[config.mk]
export PLATFORM = sky130hd
export DESIGN_NAME = lb_sat_counter
export DESIGN_NICKNAME = d
export VERILOG_FILES = /design/src/rtl/loopback_err_checker_sat_counter.sv
export SDC_FILE = /design/constraint.sdc
export NUM_CORES = 1
export LEC_CHECK = 0
export CAP_MARGIN = 20
export CORE_ASPECT_RATIO = 0.75
export CORE_MARGIN = 2
export CORE_UTILIZATION = 45
export CTS_BUF_LIST = sky130_fd_sc_hd__clkbuf_8
export DETAILED_ROUTE_END_ITERATION = 6
export PLACE_DENSITY_LB_ADDON = 0.12
export SYNTH_ARGS = -nofsm -noshare
export SYNTH_HDL_FRONTEND = slang
export SYNTH_SLANG_ARGS = --single-unit
[constraint.sdc]
create_clock -name clk -period 5.46 [get_ports clk]
set_input_delay 0.546 -clock clk [delete_from_list [all_inputs] [get_ports clk]]
set_output_delay 0.546 -clock clk [all_outputs]
set_load 0.02 [all_outputs]
[src/rtl/loopback_err_checker_sat_counter.sv]
// rtl/loopback_err_checker_sat_counter.sv - generic event counter with clear and saturate-or-wrap mode
module lb_sat_counter #(
    parameter int W   = 32,
    parameter bit SAT = 1'b0
) (
    input  logic         clk,
    input  logic         rst,
    input  logic         clr,
    input  logic         inc,
    output logic [W-1:0] cnt
);

    // Clear beats a coincident increment; in SAT mode the count parks at all-ones.
    always_ff @(posedge clk) begin
        if (rst || clr) begin
            cnt <= '0;
        end else if (inc && !(SAT && (&cnt))) begin
            cnt <= cnt + W'(1);
        end
    end

endmodule

Word level (Yosys, flattened, before mapping)
Cells that the tools add are included.
{"block": "classes", "n_addsub": 1, "n_mul": 0, "div": 0, "n_lt_le_gt_ge": 0, "n_eq_ne": 0, "n_shift": 0, "n_mux": 0, "bitwise": 0, "n_reduce_logical": 1}
{"operator": "$add A32 B1 Y32 const B", "count": 1}
{"operator": "$logic_or A1 B1 Y1", "count": 1}
{"block": "word_totals", "regBits": 32, "latchBits": 0, "ramBits": 0, "mem_bits_ro": 0, "in_bits": 4, "out_inout_bits": 32, "word_cells": 3, "memories": 0}

Depth between registers and ports, before layout
Gate-level depths: netlist (run 1).
{"block": "depth", "ltp_word": 1, "ltp_mapped": 6, "depth_no_buf": 5}

Worst setup path after synthesis (run 1)
Ideal clock, no wire load.
{"block": "synth_path", "path_type": "register to register", "start": "reg cnt[0]", "end": "reg cnt[28]", "setup_ns": 0.070, "arrival_time_ns": 1.833, "required_time_ns": 5.390, "path_slack_ns": 3.557, "path_stages_with_launch": 6, "n_path_buf": 0, "period_less_slack_ns": 1.903, "path_cell_list": "dfxtp_1 > ha_1 > nand3_2 > or3_1 > or4_1 > a21oi_1"}
{"block": "synth_between", "elab_chain_cells": 1}
{"item": "start: declaration", "line": "10", "source": "output logic [W-1:0] cnt"}
{"item": "start signal: assignment", "line": "18", "source": "cnt <= cnt + W'(1);"}
{"item": "$add A32 B1 Y32", "line": "18"}
No other way between the ends.
A chain may end at the register's enable or synchronous reset.

==> run metrics, run 1 <==
CP Data Required Time 5.66 ns; top cell type's share of synthesized area 40.9%; largest register by flop count cnt; IO Pins 36; fmax 451 MHz; clk_lat worst skew 0.28 ns; Clock Power Share 42.9%; IO buf count 35; vias in the first global route 1310; CP Cell Sequence clkdlybuf4s50_1 -> nand4_1 -> or3_1 -> or4_1 -> a21oi_1; Post-synth top cells 32 x dfxtp_1, 15 x a21oi_1, 15 x nor2_1; Core Util, Final 60.5%; DRC Markers 0; Critical Path Stages 5; sequential area share after synthesis 40.9%; final hold violations 0; Critical Path End Type flip-flop; top flop regs cnt: 32 flops; synthesized instance count 178; Synth cell types 32; Final TNS setup 0 ns; routed length per instance 14.0 um; Final Worst Setup Slack 3.24 ns; count leader, synth dfxtp_1; clock-pin slew of the registers on the worst-case setup and hold paths 0.06 ns; Row Count 18; Largest stage delay, worst path 0.62 ns; Final ANT Viol Nets 0; Initial Util 47.3%; Detailed Place HPWL 2440 um; GRT Util Overall 19.6%; clock sink count 32; final net count 215; max reg flops 32; Synth async-reset ratio 0%; Hold Crit Depth 2; initial antenna violation count 0; delay-heaviest family, CP simple AND/OR/NAND/NOR gates; FILL cells 296; DRT Pass-1 Iters 4; EDFF count, synth 0; largest net degree at the start of global routing 29; Max Cap Viol 0; GRT overflow 0; Worst Hold Class reg -> reg; Worst R2R Path Depth 4; 1st-iter DRT viols 84; Mapped Area 1570 sq um; Synth Flop Type dfxtp_1; CTS H-Tree Depth 2; crit share post-route 40.6%; final slew viol count 0; Worst Path Buf+Inv 1; Longest Clk Path Bufs 2; sequential fraction of design power 54.3%; P_sw 0.0941 mW; Clock Skew 0.00645 ns; Final setup viols 0; diode count 0; Synthesis Warnings 0; Layout area overhead 28.0%; switching power share of the total 21.8%; power density cells 215 nW/um^2; die area 3970 sq um; Max Fanout on Critical Path 8; CTS tree yes; Vias 1433; RSZ-0062 raised after global routing false; crit start category input pin; most area-hungry cell type in the Yosys netlist dfxtp_1; combinational share of power 2.8%; post-cts resize count 0; Worst Max-Slew Pin Slew 0.565 ns; Critical Path AT 2.42 ns; core area 3310 sq um; Avg Cell Area, Syn 8.80 sq um; die width 72.1 um; CTS root buffer clkbuf_8; Hold-fix buffers, CTS 0; Worst slew margin 62.3%; first-pass GRT wire length 5990 um; post-synthesis register bit count 32; Area contributors post-synth dfxtp_1 41%, xor2_1 5.0%, a21oi_1 4.8%; min cycle time layout 2.22 ns; Total Wirelength 3510 um; Cell Int Power 0.338 mW; layout cells sized above 1 7.58%; Num CTS Buffers 5; chip height 55.1 um; vias per cell 5.71; WS Path Type in -> reg; leakage power 0.647 nW; syn nets 183; GPL Wtd Cong 0.739; Slowest-stage cell, CP clkdlybuf4s50_1; worst slack, placed 2.97 ns; worst hold slack 0.491 ns; Post-CTS Setup Inserts 0; worst vdd ir 0.000167 V; outcome finished clean
power groups by stage:
stage / sequential (mW) / combinational, mW / clock [mW]
final: 0.235 / 0.0121 / 0.185
after global routing: 0.234 / 0.0132 / 0.203
after CTS: 0.235 / 0.0122 / 0.187
after floorplan: 0.240 / 0.00684 / 0
after global placement: 0.240 / 0.0117 / 0
after detailed placement: 0.240 / 0.0121 / 0
area by class of cell:
type                       instances  area [sq um]  area share, %
timing repair buffer              35           350           17.5
multi-input combinational        136           873           43.6
clock inverter                     2          7.51          0.375
clock buffer                       6          82.6           4.12
sequential                        32           641           32.0
tap                               40          50.0           2.50
per-layer routing:
layer	up-vias	track usage (%)	wire, um
met3	7	4.89	162
met4	0	8.81	41
met1	664	26.8	1820
met2	38	29.7	1490
li1	724	-	-
met5	-	0	0
layout by cell type (no fill, tap or decap):
master and instances:
clkdlybuf4s50_1 35, dfxtp_1 32, a21oi_1 15, nor2_1 15, nand2_1 13, or3_1 12
nand4_1 9, xor2_1 9, nand3_1 8, o31ai_1 8, or4_1 8, o21ai_0 7
clkbuf_8 6, and4_1 5, nand3_2 5, mux2i_1 4, xnor2_1 3, and3_1 2
and2_1 2, nor3_1 2, inv_1 2, and3_2 1, or2_2 1, and4_2 1
nand4_4 1, nand4_2 1, nor4_1 1, a31oi_1 1, a41o_1 1, ha_1 1
final timing paths:
path | startpoint | end | slack [ns]
hold / removal | cnt[31] | cnt[31] | 0.49
setup reg to reg | cnt[3] | cnt[25] | 3.46
setup / recovery | inc | cnt[25] | 3.24
hold reg to reg | cnt[31] | cnt[31] | 0.49
cells by family after synthesis:
family / Yosys count / share of synthesized area, %
xor+xnor: 12 / 6.71
simple gates: 87 / 33.8
buf+inv: 10 / 3.35
compound gates: 32 / 11.9
mux: 4 / 2.56
fa+ha+maj: 1 / 0.799
flops: 32 / 40.9
through the flow:
stage,area (sq um),power [mW],instances
2_1_floorplan,1570,0.247,178
6_report,2000,0.432,251
5_1_grt,2000,0.451,251
3_3_place_gp,1910,0.252,243
4_1_cts,2000,0.434,251
3_5_place_dp,1910,0.252,243
worst register-to-register path, stage by stage, from the launching register on:
cell,delay [ns]
dfxtp_1,0.42
and4_1,0.48
nand4_4,0.28
or4_1,0.57
a21oi_1,0.17
(Power assumes the default switching activity.)
==> run 2, diff against run 1 <==
- clock period: 5.46 -> 2 ns (I/O delays scaled with it)
==> run metrics, run 2 (synthesized netlist as in run 1, its figures left out) <==
worst reg2reg path startpoint cnt[3] (unchanged); CP Data Required Time 2.21 ns (was 5.66 ns); FILL cells 284 (was 296); diode count 0 (unchanged); most common cell after layout, fill and taps aside clkdlybuf4s50_1 (unchanged); Num CTS Buffers 5 (unchanged); vias in the first global route 1273 (was 1310); Worst Max-Slew Pin Slew 0.448 ns (was 0.565 ns); top flop regs cnt: 32 flops (unchanged); chip height 55.1 um (unchanged); outcome finished clean (unchanged); clock sink count 32 (unchanged); layout cells sized above 1 12.9% (was 7.58%); post-cts resize count 0 (unchanged); CTS H-Tree Depth 2 (unchanged); Max Cap Viol 0 (unchanged); IO Pins 36 (unchanged); routed length per instance 14.5 um (was 14.0 um); vias per cell 5.73 (was 5.71); initial antenna violation count 0 (unchanged); GRT Util Overall 20.0% (was 19.6%); Critical Path End Type flip-flop (unchanged); Worst slew margin 70.1% (was 62.3%); Max Fanout on Critical Path 16 (was 8); clk_lat worst skew 0.28 ns (about the same); leakage power 0.712 nW (was 0.647 nW); Placed Area 2010 sq um (was 1910 sq um); Post-CTS Setup Inserts 0 (unchanged); Hold Crit Depth 2 (unchanged); final slew viol count 0 (unchanged); Final ANT Viol Nets 0 (unchanged); worst-case hold path end point cnt[31] (unchanged); largest register by flop count cnt (unchanged); 1st-iter DRT viols 79 (was 84); Total Wirelength 3820 um (was 3510 um); Row Count 18 (unchanged); DRT Pass-1 Iters 4 (unchanged); IO buf count 35 (unchanged); GPL Wtd Cong 0.725 (was 0.739); crit share post-route 94.8%; max reg flops 32 (unchanged); final hold violations 0 (unchanged); die width 72.1 um (unchanged); most frequent cells in the layout 35 x clkdlybuf4s50_1, 32 x dfxtp_1, 15 x a21oi_1, 15 x nor2_1 (was 35 x clkdlybuf4s50_1, 32 x dfxtp_1, 15 x a21oi_1, 15 x nor2_1, 13 x nand2_1); GRT overflow 0 (unchanged); core area 3310 sq um (unchanged); die area 3970 sq um (unchanged); first-pass GRT wire length 5870 um (was 5990 um); worst hold slack 0.480 ns (was 0.491 ns); Initial Util 47.3% (unchanged); Worst R2R Path Depth 4 (unchanged); RSZ-0062 raised after global routing false (unchanged); crit start category flip-flop (was input pin); DRC Markers 0 (unchanged); min cycle time layout 1.90 ns; fmax 527 MHz; clock-pin slew of the registers on the worst-case setup and hold paths 0.07 ns (was 0.06 ns); worst vdd ir 0.000390 V (was 0.000167 V); Worst Hold Class reg -> reg (unchanged); Detailed Place HPWL 2780 um (was 2440 um); post-route cell area 2100 sq um (was 2000 sq um); Hold-fix buffers, CTS 0 (unchanged); Final setup viols 0 (unchanged); reg2reg end cnt[29] (was cnt[25]); R2R setup slack 0.10 ns (was 3.46 ns); Critical Path AT 2.11 ns (was 2.42 ns); Tot Pwr 1.18 mW (was 0.432 mW); largest net degree at the start of global routing 18 (was 29); Layout area overhead 34.2% (was 28.0%); CTS root buffer clkbuf_8 (unchanged); power density cells 561 nW/um^2 (was 215 nW/um^2); Final TNS setup 0 ns (unchanged); worst hold path startpoint cnt[31] (unchanged); Longest Clk Path Bufs 2 (unchanged); Vias 1514 (was 1433); Clock Skew 0.00299 ns (was 0.00645 ns); WS Path Type reg -> reg (was in -> reg); final net count 228 (was 215); CTS tree yes (unchanged)
run 2: report_power, final:
group,internal [mW],leakage [nW],switching (mW)
Clock,0.270,0.0538,0.232
Sequential,0.639,0.258,0.00206
Combinational,0.0155,0.401,0.0203
Total,0.924,0.712,0.254
run 2: metrics by stage:
step / setup slack (ns) / std cells / util, %
after global placement: 0.0646 / 256 / 60.8
after detailed placement: 0.0214 / 256 / 60.8
after CTS: 0.127 / 264 / 63.5
after global routing: 0.00650 / 264 / 63.5
final: 0.104 / 264 / 63.5
after floorplan: 0.0969 / 178 / -
run 2: worst max-delay path by stage:
stage                   end  slack (ns)  startpoint
global placement    cnt[29]        0.06         inc
global route        cnt[27]       0.007      cnt[3]
finish              cnt[29]        0.10      cnt[3]
CTS                 cnt[27]        0.13      cnt[3]
detailed placement  cnt[29]        0.02         inc
floorplan           cnt[28]         0.1      cnt[0]
run 2: cell type report:
cell class	instances	area (sq um)	area share [%]
multi-input cells	136	873	41.5
flip-flops and latches	32	641	30.5
repair buffers	48	448	21.3
clock buffers	6	82.6	3.93
well taps	40	50.0	2.38
clock inverters	2	7.51	0.357
run 2: worst max-delay path, stage by stage, from the launching register on:
cell	delay, ns
dfxtp_1	0.43
and4_1	0.41
nand4_4	0.26
or4_1	0.58
a21oi_1	0.15
run 2: routing by layer:
| metal | GRT usage [%] | part of all wire [%] | up-vias |
|---|---|---|---|
| met3 | 5.25 | 4.1 | 2 |
| met1 | 26.4 | 50 | 722 |
| li1 | - | - | 753 |
| met5 | 0 | 0 | - |
| met4 | 11.0 | 0.63 | 0 |
| met2 | 30.0 | 46 | 37 |
